--- src/rtl/parity_accum_pipe.sv ---
// -----------------------------------------------------------------------------
// parity_accum_pipe
//
// Accumulates per-channel parity over a multi-beat frame and reports the
// result once the last beat arrives. The result is held until the consumer
// takes it. While a result is waiting, no new beats are accepted. A saturating
// counter records how many frames had at least one channel mismatch.
//
// Ports
//   clk        sole clock, rising edge
//   rst        asynchronous, active-high reset
//   clr        synchronous clear: aborts the frame and zeroes err_cnt
//   mode       0 = even parity, 1 = odd parity (value on the last beat wins)
//   in_valid   beat valid
//   in_ready   beat accepted when in_valid && in_ready
//   in_data    beat data, channel c at [c*WIDTH +: WIDTH]
//   in_last    final beat of a frame
//   exp_par    expected per-channel parity, sampled on the accepted last beat
//   out_valid  frame result valid
//   out_ready  consumer accepts the result
//   out_par    computed per-channel frame parity
//   out_err    out_par ^ sampled exp_par
//   err_cnt    saturating count of frames with any out_err bit set
// -----------------------------------------------------------------------------
module parity_accum_pipe #(
    parameter int WIDTH = 8,
    parameter int CHANS = 4,
    parameter int CNT_W = 8
) (
    input  logic                   clk,
    input  logic                   rst,
    input  logic                   clr,
    input  logic                   mode,
    input  logic                   in_valid,
    output logic                   in_ready,
    input  logic [CHANS*WIDTH-1:0] in_data,
    input  logic                   in_last,
    input  logic [CHANS-1:0]       exp_par,
    output logic                   out_valid,
    input  logic                   out_ready,
    output logic [CHANS-1:0]       out_par,
    output logic [CHANS-1:0]       out_err,
    output logic [CNT_W-1:0]       err_cnt
);

    localparam logic [1:0] S_IDLE   = 2'd0;
    localparam logic [1:0] S_ACCUM  = 2'd1;
    localparam logic [1:0] S_REPORT = 2'd2;

    localparam logic [CNT_W-1:0] CNT_MAX = '1;

    logic [1:0]       state;
    logic [CHANS-1:0] acc;
    logic [CHANS-1:0] beat_par;
    logic [CHANS-1:0] frame_par;
    logic [CHANS-1:0] frame_err;
    logic             accept;

    // Both handshake outputs depend only on the state. This keeps them free of
    // combinational paths from the inputs. It also makes them take their reset
    // values as soon as rst rises.
    assign in_ready  = (state != S_REPORT);
    assign out_valid = (state == S_REPORT);
    assign accept    = in_valid && in_ready;

    // NOTE: every always_comb output gets a default before any conditional
    // logic, so no path can leave it unassigned and infer a latch.
    always_comb begin
        beat_par = '0;
        for (int c = 0; c < CHANS; c++) begin
            beat_par[c] = ^in_data[c*WIDTH +: WIDTH];
        end
    end

    // Odd parity is the even parity of the whole frame inverted. Only the mode
    // on the last beat matters, so the inversion happens here and not in acc.
    assign frame_par = acc ^ beat_par ^ {CHANS{mode}};
    assign frame_err = frame_par ^ exp_par;

    // NOTE: sequential state uses non-blocking assignments only, so every
    // register samples the pre-edge values of the others.
    always_ff @(posedge clk or posedge rst) begin
        if (rst) begin
            state   <= S_IDLE;
            acc     <= '0;
            out_par <= '0;
            out_err <= '0;
            err_cnt <= '0;
        end else if (clr) begin
            // clr overrides everything, including a beat offered this cycle.
            state   <= S_IDLE;
            acc     <= '0;
            out_par <= '0;
            out_err <= '0;
            err_cnt <= '0;
        end else begin
            case (state)
                S_IDLE, S_ACCUM: begin
                    if (accept) begin
                        if (in_last) begin
                            out_par <= frame_par;
                            out_err <= frame_err;
                            state   <= S_REPORT;
                            if ((|frame_err) && (err_cnt != CNT_MAX)) begin
                                err_cnt <= err_cnt + CNT_W'(1);
                            end
                        end else begin
                            acc   <= acc ^ beat_par;
                            state <= S_ACCUM;
                        end
                    end
                end
                S_REPORT: begin
                    // in_ready is low here, so offered beats are ignored.
                    if (out_ready) begin
                        state   <= S_IDLE;
                        acc     <= '0;
                        out_par <= '0;
                        out_err <= '0;
                    end
                end
                default: begin
                    state <= S_IDLE;
                    acc   <= '0;
                end
            endcase
        end
    end

endmodule

--- config.mk ---
export PLATFORM = sky130hd
export DESIGN_NAME = parity_accum_pipe
export DESIGN_NICKNAME = d
export VERILOG_FILES = /design/src/rtl/parity_accum_pipe.sv
export SDC_FILE = /design/constraint.sdc
export NUM_CORES = 1
export LEC_CHECK = 0
export ABC_AREA = 1
export CORE_MARGIN = 3
export CORE_UTILIZATION = 30
export CTS_CLUSTER_DIAMETER = 150
export DETAILED_ROUTE_END_ITERATION = 8
export HOLD_SLACK_MARGIN = 0.05
export PLACE_DENSITY = 0.54
export SYNTH_ARGS = -nofsm -noshare
export SYNTH_HDL_FRONTEND = slang
export SYNTH_SLANG_ARGS = --single-unit
--- constraint.sdc ---
create_clock -name clk -period 2.05 [get_ports clk]
set_input_delay 0.615 -clock clk [delete_from_list [all_inputs] [get_ports clk]]
set_output_delay 0.615 -clock clk [all_outputs]
set_load 0.05 [all_outputs]
* After elaboration in Yosys (flattened, before gate mapping)
Cells that the tools add are included.
W data, S select, Z words.
** Operators by class
- Equal/unequal tests :: 8
- Muxes and demuxes :: 23
- Reduce and logical (&&, ||, !) cells :: 18
- Bitwise operators :: 3
- Add/sub/neg operators :: 1
** Operator list (number)
- $mux W4 :: 10
- $mux W8 :: 5
- $reduce_xor A8 Y1 :: 4
- $pmux W4 S2 :: 3
- $xor A4 B4 Y4 :: 3
- $ne A3 B3 Y1 const B :: 3
- $add A8 B1 Y8 const B :: 1
- $mux W2 :: 4
- $ne A8 B8 Y1 const B :: 1
- $reduce_and A4 Y1 :: 2
- $reduce_bool A2 Y1 :: 4
- $pmux W2 S2 :: 1
- $reduce_or A4 Y1 :: 1
- $ne A3 B2 Y1 const B :: 1
- $reduce_and A3 Y1 :: 1
- $reduce_bool A3 Y1 :: 1
- $eq A2 B1 Y1 const B :: 1
- $eq A2 B2 Y1 const B :: 1
- $logic_and A1 B1 Y1 :: 2
- $logic_not A2 Y1 :: 1
- $ne A2 B2 Y1 const B :: 1
- $reduce_and A2 Y1 :: 1
- $reduce_or A2 Y1 :: 1
** Word-level totals
- Input port bits :: 43
- Flip-flop bits (word level) :: 22
- Output and inout bits :: 18

* Longest topological paths before layout
Gate-level depths: netlist (run 1).
- Depth after elaboration :: 11
- Mapped depth :: 19
- Mapped depth without buffers :: 18

* Least setup slack after synthesis (run 1)
OpenSTA, ideal clock, no wires.
- Kind :: reg2reg
- Start point :: reg state[1]
- End point :: reg out_err[2]
- Stages on the path, launching flop included :: 10
- Clock period less this slack :: 2.401 ns
- Path buffers :: 0
- Arrival time :: 2.336 ns
- Setup slack :: -0.351 ns
- Cells stage by stage :: dfrtp_1 inv_1 nor2_1 inv_1 nor3_1 nor2_1 inv_1 a31oi_1 inv_1 a22o_2
** On the way
- Elaborated cells between the ends (all ways) :: 13
- Classes of those cells :: eq/ne: 6; mux: 2; reduce/logical: 5
** RTL lines
- start, declared :: line 52 : logic [1:0] state;
- start signal, assigned :: line 84 : state <= S_IDLE;
- start signal, assigned :: line 91 : state <= S_IDLE;
- start signal, assigned :: line 103 : state <= S_REPORT;
- $eq A2 B2 Y1 (*)
- via out_valid :: line 39 : output logic out_valid,
- $ne A3 B2 Y1 (no line), or another cell as far along
- $reduce_and A4 Y1 (no line) / $mux W4 (equally long branches)
- end signal, assigned :: line 102 : out_err <= frame_err;
- end, declared :: line 42 : output logic [CHANS-1:0] out_err,
The timed path passes the listed nets; every way through them passes the cells marked *.
A chain may end at the register's enable or synchronous reset.

* Worst setup path in the final report (run 1)
- Start point :: in clr
- End point :: reg state[0]
** On the way
- Longest elaborated chain between the ends :: 2
- Elaborated cells between the ends (all ways) :: 4
- Classes of those cells :: eq/ne: 2; mux: 1; reduce/logical: 1
** RTL lines
- start, declared :: line 32 : input logic clr,
- $ne A3 B3 Y1 (no line) / $ne A3 B2 Y1 (equally long branches)
- $reduce_and A2 Y1 (no line)
Several ways; a longest one is shown, not always the timed one.

==> impl_metrics.toml, run 1 <==
[status]
status = "finished clean"

[placement]
io_buffers = 60
dpl_cell_area_sq_um = 2970
dp.final_hpwl_um = 4250
pre_cts_slack_ns = -0.523
dp.cells = 508
place_congestion = 0.807

[logic_synthesis]
synth-edff-count = 0
synth_seq_cells = 22
synth_area_sq_um = 2120
synth_nets = 376
synth_area_leaders = "dfrtp_1, nand2_1, inv_1"
yosysTopAreaCell = "dfrtp_1"
seq_area_frac_synth = 0.259
synthArstFlopShare = 1.00
syn-instance-count = 332
synth_cell_types = 30
syn_avg_cell_area_sq_um = 6.40
yosysWarnings = 0
synth-main-ff-cell = "dfrtp_1"
synth_top_area_frac = 0.259

[sta]
hold_viol = 0
tightest_slew_ns = 0.461
period_needed_ns = 1.92
drv_slew = 0
fin_ws_ns = 0.129
clock_skew_ns = 0.000977
fin_crit_sh = 0.937
setup_violations = 0
max_freq_mhz = 521
relSlewSlack = 0.690
hold_slack_ns = 0.514

[critical_path]
cp_max_fo = 5
required_ns = 2.26
critPathCaptureType = "flip-flop"
worstPathArrival_ns = 2.13
crit_type = "input port to flip-flop"
worstSetupStartpointType = "input port"

[clocking]
root_buffer = "clkbuf_8"
h-tree-depth = 1
clock_path_buffers = 2
cts_buffers = 3
cts_tree = "yes"
path_clk_slew_ns = 0.08
cts_sinks = 22
clk_latency_ns = 0.26

[pwr]
leakage_nw = 1.86
p_per_area_nw_per_um2 = 541
finalPower_mw = 1.76
peakVddDrop_mv = 0.248

[layout]
area_delta_synth_final_pct = 53.5
drive_gt1_frac = 0.498
antenna_cells = 0
fin_area_sq_um = 3260
stdcell_count = 520
finalNetCount = 470

[grt]
grt_pass1_vias = 2139
gr-total-overflow = 0
grt_pass1_wl_um = 9300
grt_max_degree = 23
grt_usage = 0.133
antenna_found_initial = 0

[routing]
drc = 0
drt_iter0_drc = 57
vias = 2346
vias_per_cell = 4.51
wire_per_inst_um = 10.9
drt_pass1_iterations = 4
drtAntennaViolNets = 0
totalWireLength_um = 5680

[floorplanning]
io_pins = 61
start_util = 0.311
die_w_um = 90.2
row_count = 30
dieHeight_um = 90.2
die_area_sq_um = 8130
core_sq_um = 6830

[worst_hold_path]
hp-class = "flip-flop to flip-flop"

[flow_run]
drv_cap = 0
[flip-flops by register name, indices dropped and copies added, names as in the netlist]
signal / count
err_cnt: 8
acc: 4
out_err: 4
out_par: 4
state: 2
[what timing repair did]
item                                   in CTS  in global routing
gates resized for setup                    54                131
hold buffers                                0                  0
setup endpoints to repair                   8                 10
buffers inserted                            4                  4
gates cloned                                1                  0
endpoints found under the hold margin       0                  0
pin swaps                                  24                 42
[area by class of cell]
| cell class | instances | area, sq um |
|---|---|---|
| clock buffer | 3 | 41.3 |
| fill | 728 | 3570 |
| inverter | 73 | 274 |
| multi-input combinational | 235 | 1620 |
| sequential | 22 | 551 |
| tap | 96 | 120 |
| timing repair buffer | 91 | 659 |
[final timing paths]
check | slack (ns) | endpoint | startpoint | depth (start not counted)
setup reg to reg | 0.23 | err_cnt[5]$_DFFE_PP0P_ | acc[1]$_DFFE_PP0P_ | 14
max in group asynchronous | 1.13 | acc[2]$_DFFE_PP0P_ | rst | 3
hold reg to reg | 0.51 | out_par[1]$_DFFE_PP0P_ | out_par[1]$_DFFE_PP0P_ | 1
setup / recovery | 0.13 | state[0]$_DFFE_PP0P_ | clr | 9
min in group asynchronous | 0.69 | err_cnt[7]$_DFFE_PP0P_ | rst | 3
hold / removal | 0.51 | out_par[1]$_DFFE_PP0P_ | out_par[1]$_DFFE_PP0P_ | 1
[stage by stage]
step,util,TNS (ns)
after CTS,0.453,0
after global placement,0.434,-4.95
after floorplan,-,0
final,0.477,0
after detailed placement,0.434,-5.59
after global routing,0.477,-0.00740
[layer usage]
metal	up-vias	GRT usage	wire [um]
met5	-	0	0
met4	0	0.0242	51
met3	4	0.0234	228
met2	44	0.238	2980
met1	1084	0.168	2420
li1	1214	-	-
[worst max-delay path, stage by stage]
cell and delay [ns]:
clkdlybuf4s50_1 0.51, nor3_1 0.08, nor2_1 0.16, inv_1 0.09
buf_4 0.14, nor4_2 0.13, inv_1 0.18, buf_4 0.17
nand2_1 0.04
[Yosys cell counts (3+ instances only)]
| cell type | count |
|---|---|
| o22ai_1 | 3 |
| a22o_1 | 3 |
| nand3_2 | 17 |
| nor3_1 | 5 |
| o21ai_0 | 3 |
| nand4_1 | 3 |
| nor2_2 | 6 |
| nand2_2 | 23 |
| nand3_1 | 30 |
| nor2_1 | 9 |
| nand2_1 | 112 |
| nand4_2 | 3 |
| a32o_1 | 4 |
| dfrtp_1 | 22 |
| inv_1 | 62 |
| inv_2 | 10 |
[cell usage in the layout (no fill, tap or decap), types with 8 or more instances in the layout]
cell type        synthesis  final
buf_4                    0     46
clkbuf_2                 0     31
clkdlybuf4s50_1          0      9
dfrtp_1                 22     22
inv_1                   62     54
inv_2                   10     18
nand2_1                112     84
nand2_2                 23     38
nand2_4                  1     15
nand3_1                 30     10
nand3_2                 17     28
nand3_4                  0      9
nor2_1                   9      8
[cell families after synthesis]
group / share of synthesized area
flip-flops: 0.259
buffers and inverters: 0.148
AO/OA/AOI/OAI: 0.0601
AND/OR/NAND/NOR: 0.507
adder cells (fa/ha/maj): 0.00589
XOR/XNOR: 0.0200
[report_power, final]
group          internal, mW  leakage (nW)  switching [mW]
registers             0.473         0.299          0.0365
clock network         0.131        0.0216           0.143
logic                 0.411          1.54           0.568
Note: power is estimated with default switching activity, not from simulation.
==> run 2, diff against run 1 <==
GPL_ROUTABILITY_DRIVEN = 0   (was unset)
clock period = 2.2 ns   (was 2.05 ns; I/O delays follow)
==> run 2 against run 1 <==
Net effect: flip-flop and latch count unchanged; first-iteration DRC count shrank 5.3%; worst hold slack got worse by 0.0068 ns; critical path depth rose by 8; combinational power down 19%; cell area shrank 4.7%; highest routed layer unchanged.
==> impl_metrics.toml, run 2 (synthesized netlist as in run 1, its figures left out) <==
[routing]
drt_iter0_drc = 54
drc = 0
vias_per_cell = 4.42
drtAntennaViolNets = 0
vias = 2292
wire_per_inst_um = 10.3
totalWireLength_um = 5360
drt_pass1_iterations = 4

[critical_path]
timing.rr.end = "err_cnt[1]$_DFFE_PP0P_"
worst_path_max_delay_cell = "dlygate4sd2_1"
cp_top_family = "simple AND/OR/NAND/NOR gates"
r2r_slack_ns = 0.37
cp_num_buf_inv = 2
required_ns = 2.37
cp_cell_sequence = "dlygate4sd2_1 > inv_1 > nand2_1 > nand3_1 > nand2_1 > nand2_1 > nand3_2 > nand2_2 > nand2_1 > nand3_2 > nand2_2 > nor2_4 > nand2_4 > nand2_2 > nand2_1 > nand2_1 > nor2_1"
cp_common_cell = "nand2_1"
max_stage_delay_ns = 0.26
worstSetupStartpointType = "input port"
crit_type = "input port to flip-flop"
cp_max_fo = 7
critPathCaptureType = "flip-flop"
r2r_start = "err_cnt[0]$_DFFE_PP0P_"
crit_end = "err_cnt[1]$_DFFE_PP0P_"
cp.depth = 17
crit_start = "in_data[23]"
worstPathArrival_ns = 2.22
reg2regPathDepth = 9

[clocking]
root_buffer = "clkbuf_8"
cts_sinks = 22
cts_buffers = 3
h-tree-depth = 1
clk_latency_ns = 0.27
clock_path_buffers = 2
cts_hold_buf = 0
path_clk_slew_ns = 0.09
cts_tree = "yes"

[layout]
regMostFlops = "err_cnt"
area_delta_synth_final_pct = 46.2
finalNetCount = 467
antenna_cells = 0
largest_reg_flops = 8
layout_common_cells = "nand2_1, inv_1, buf_4"
final_common_cell = "nand2_1"
drive_gt1_frac = 0.322

[sta]
tightest_slew_ns = 0.431
clock_skew_ns = 0.00535
fin_crit_sh = 0.932
max_freq_mhz = 488
fin_ws_ns = 0.151
period_needed_ns = 2.05
setup_violations = 0
hold_slack_ns = 0.507
relSlewSlack = 0.711
drv_slew = 0
rsz0062_at_grt = "yes"
setup-tns-final_ns = 0
hold_viol = 0

[status]
status = "finished clean"

[floorplanning]
row_count = 30
die_w_um = 90.2
core_sq_um = 6830
io_pins = 61
start_util = 0.311
die_area_sq_um = 8130
dieHeight_um = 90.2

[placement]
pre_cts_slack_ns = -0.398
dp.final_hpwl_um = 4150
io_buffers = 60

[pwr]
peakVddDrop_mv = 0.229
leakage_nw = 1.82
p_per_area_nw_per_um2 = 533

[grt]
grt_max_degree = 23
grt_pass1_vias = 2039
grt_usage = 0.132
grt_pass1_wl_um = 9130
gr-total-overflow = 0
antenna_found_initial = 0

[flow_run]
drv_cap = 0

[worst_hold_path]
hp-class = "flip-flop to flip-flop"
min_from = "state[0]$_DFFE_PP0P_"
-- run 2: power by group --
| part | leakage, nW | switching [mW] | internal (mW) |
|---|---|---|---|
| Combinational | 1.48 | 0.458 | 0.332 |
| Sequential | 0.299 | 0.0301 | 0.440 |
| Clock | 0.0357 | 0.152 | 0.244 |
-- run 2: metal layers --
metal,global-route usage,vias up,wire (um)
li1,-,1213,-
met1,0.167,1034,2410
met2,0.238,41,2730
met3,0.0142,4,160
met4,0.0344,0,48
met5,0,-,0
-- run 2: worst min-delay path by stage --
| stage | endpoint | cells after the start |
|---|---|---|
| floorplan | state[0]$_DFFE_PP0P_ | 2 |
| global placement | state[0]$_DFFE_PP0P_ | 2 |
| detailed placement | state[0]$_DFFE_PP0P_ | 2 |
| CTS | state[0]$_DFFE_PP0P_ | 2 |
| global route | out_err[0]$_DFFE_PP0P_ | 1 |
| finish | state[0]$_DFFE_PP0P_ | 2 |
-- run 2: metrics by stage --
step	instance area (sq um)	utilization	std cells	total power, mW
floorplan	2130	-	332	0.944
global placement	2920	0.427	506	1.21
detailed placement	2920	0.427	506	1.21
CTS	3080	0.450	516	1.65
global route	3110	0.455	518	1.76
finish	3110	0.455	518	1.66
-- run 2: worst min-delay path: stages (launching register included) --
cell and delay, ns:
dfrtp_1 0.37, nand2_1 0.06, nand2_1 0.05
-- run 2: what timing repair did --
action	4_1_cts	5_1_grt
gates cloned	1	0
setup buffers	5	2
resized for setup	48	11
pin swaps	17	8
setup endpoints to repair	8	8
-- run 2: final cells by class --
| type | instances | area, sq um |
|---|---|---|
| clock inverters | 1 | 30.0 |
| multi-input cells | 235 | 1350 |
| well taps | 96 | 120 |
| fillers | 706 | 3720 |
| repair buffers | 88 | 739 |
| clock buffers | 3 | 41.3 |
| inverters | 73 | 274 |
| flip-flops and latches | 22 | 551 |
==> RTL change, RTL diff (config.mk and constraints of run 2) <==
Change the parameter `CHANS` from 4 to 6.
--- a/src/rtl/parity_accum_pipe.sv
+++ b/src/rtl/parity_accum_pipe.sv
@@ -24,7 +24,7 @@
 // -----------------------------------------------------------------------------
 module parity_accum_pipe #(
     parameter int WIDTH = 8,
-    parameter int CHANS = 4,
+    parameter int CHANS = 6,
     parameter int CNT_W = 8
 ) (
     input  logic                   clk,
Ports: changed (resized exp_par, in_data, out_err and out_par); port bits go from 61 to 83. The function was not compared with the original's and may differ.
==> RTL change against run 2 <==
Sequential cell count increased by 6; wire length increased by 44%; total power rose by 30%; sequential power rose by 29%; global-route usage grew 0.61 points; setup slack worse by 0.10 ns; area after synthesis is 32% higher; cell area is 41% higher; largest cell class unchanged.
==> RTL change: results (changes against run 2) <==
* Status: completed
* Clock Latency Late Sink at 0.28 ns
* CP peak stage delay at 0.25 ns
* Vias in the first global route at 2,844 (+39%)
* Sequential element share of the synthesized area at 25.0% (-0.94 points)
* Syn_nets at 533 (+42%)
* Placement Setup Slack at -0.473 ns (-0.0748 ns)
* Synth area leaders: dfrtp_1 25%, nand2_1 23%, inv_1 13%
* Max_slew headroom at 67.2% (-3.9 points)
* Maximum resistive drop on vdd at 0.334 mV (+46%)
* Vias per cell at 4.53 (+2.3%)
* Worst path slowest cell: xor2_2
* Largest net degree at the start of global routing at 29 (+26%)
* Pleak at 2.39 nW (+32%)
* First-pass GRT wire length at 12,000 um (+31%)
* Top post-synthesis cells by count: 169 x nand2_1, 96 x inv_1, 53 x nand3_1, 31 x nand2_2, 28 x dfrtp_1
* DP HPWL at 5710 um (+38%)
* Clock Root Buffer: clkbuf_8
* Clock Tree Buf Depth at 2 (unchanged)
* CTS clk-pin slew, worst paths at 0.10 ns
* Total Nets Final at 652 (+40%)
* Average wire per standard cell at 11.1 um (+7.2%)
* Fin crit period at 2.15 ns (+0.0997 ns)
* Port-buffer cells at 82 (+37%)
* Cts bufs inserted at 3 (unchanged)
* Final Hold Vio Count at 0 (unchanged)
* Netlist cell types at 30 (unchanged)
* Aggregate global-route resource usage at 13.8% (+0.61 points)
* Clock Skew at 0.00239 ns (-0.00296 ns)
* R2r setup slk at 0.27 ns (-0.10 ns)
* Fillers at 916 (+30%)
* Async S/R FF share, synth at 100% (unchanged)
* Layout cells sized above 1 at 38.5% (+6.3 points)
* Max FO, Critical Path at 7 (unchanged)
* Detailed Route Iter0 Violations at 117 (+120%)
* Max_cap viols at 0 (unchanged)
* P_int at 0.00123 W (+21%)
* CP arrival at 2.33 ns (+0.11 ns)
-- RTL change: layout make-up --
class	count	share of cell area, %
clock buffer	4	1.26
inverter	105	9.00
multi-input combinational	333	48.2
sequential	28	16.0
tap	108	3.08
timing repair buffer	119	22.5
-- RTL change: stage by stage --
stage	area [sq um]	TNS (ns)	cells	hold WS, ns	util [%]
5_1_grt	4380	-0.106	697	0.547	49.3
3_3_place_gp	3890	-3.82	682	0.491	43.7
6_report	4380	0	697	0.507	49.3
3_5_place_dp	3890	-4.49	682	0.491	43.7
2_1_floorplan	2810	0	471	0.470	-
4_1_cts	4030	0	693	0.517	45.3
-- RTL change: what timing repair did --
action,CTS,global route
gates cloned,1,0
setup endpoints to repair,8,8
pin swaps,17,53
resized for setup,70,141
hold buffers,0,0
buffers inserted,6,4
-- RTL change: power groups by stage --
stage / registers [W] / logic [W] / clock network (W)
finish: 0.000605 / 0.00121 / 0.000331
global route: 0.000611 / 0.00133 / 0.000367
CTS: 0.000602 / 0.00105 / 0.000343
detailed placement: 0.000610 / 0.00100 / 0
global placement: 0.000610 / 0.000988 / 0
floorplan: 0.000713 / 0.000519 / 0
-- RTL change: worst register-to-register path, stage by stage, from the launching register on --
cell     delay [ns]
dfrtp_1        0.42
inv_1          0.13
nand2_4        0.08
nand2_2        0.06
nand2_2        0.08
nand2_2        0.09
nand2_4        0.07
nand2_4        0.08
nand2_2        0.06
nand3_2        0.06
nand2_2        0.07
nor2_4         0.19
nand3_4        0.17
nand2_4        0.13
nand2_2        0.05
nand2_1        0.05
nor2_1         0.04
-- RTL change: logic make-up (layout without fill, tap and decap cells) --
family	after synthesis	count (layout)	synth area share [%]
and+or+nand+nor	303	304	52.7
xor gates and xnor gates	6	6	1.87
buffers and inverters	111	228	15.6
adders and majority gates	1	1	0.446
AOI/OAI and AO/OA	22	22	4.37
DFF	28	28	25.0
-- RTL change: worst paths after layout --
check / endpoint / startpoint / depth (start not counted)
worst max-delay path: err_cnt[0] / in_data[30] / 15
worst min-delay path: state[0] / state[0] / 2
worst max register to register: err_cnt[0] / acc[4] / 16
worst min register to register: state[0] / state[0] / 2
max in group asynchronous: out_err[0] / rst / 3
min in group asynchronous: err_cnt[0] / rst / 3
-- RTL change: routing by layer --
metal / vias to the layer above / share of wire, % / global-route usage, %
li1: 1672 / - / -
met1: 1412 / 42 / 16.5
met2: 61 / 52 / 26.0
met3: 10 / 4.3 / 1.56
met4: 0 / 1.8 / 3.94
met5: - / 0 / 0
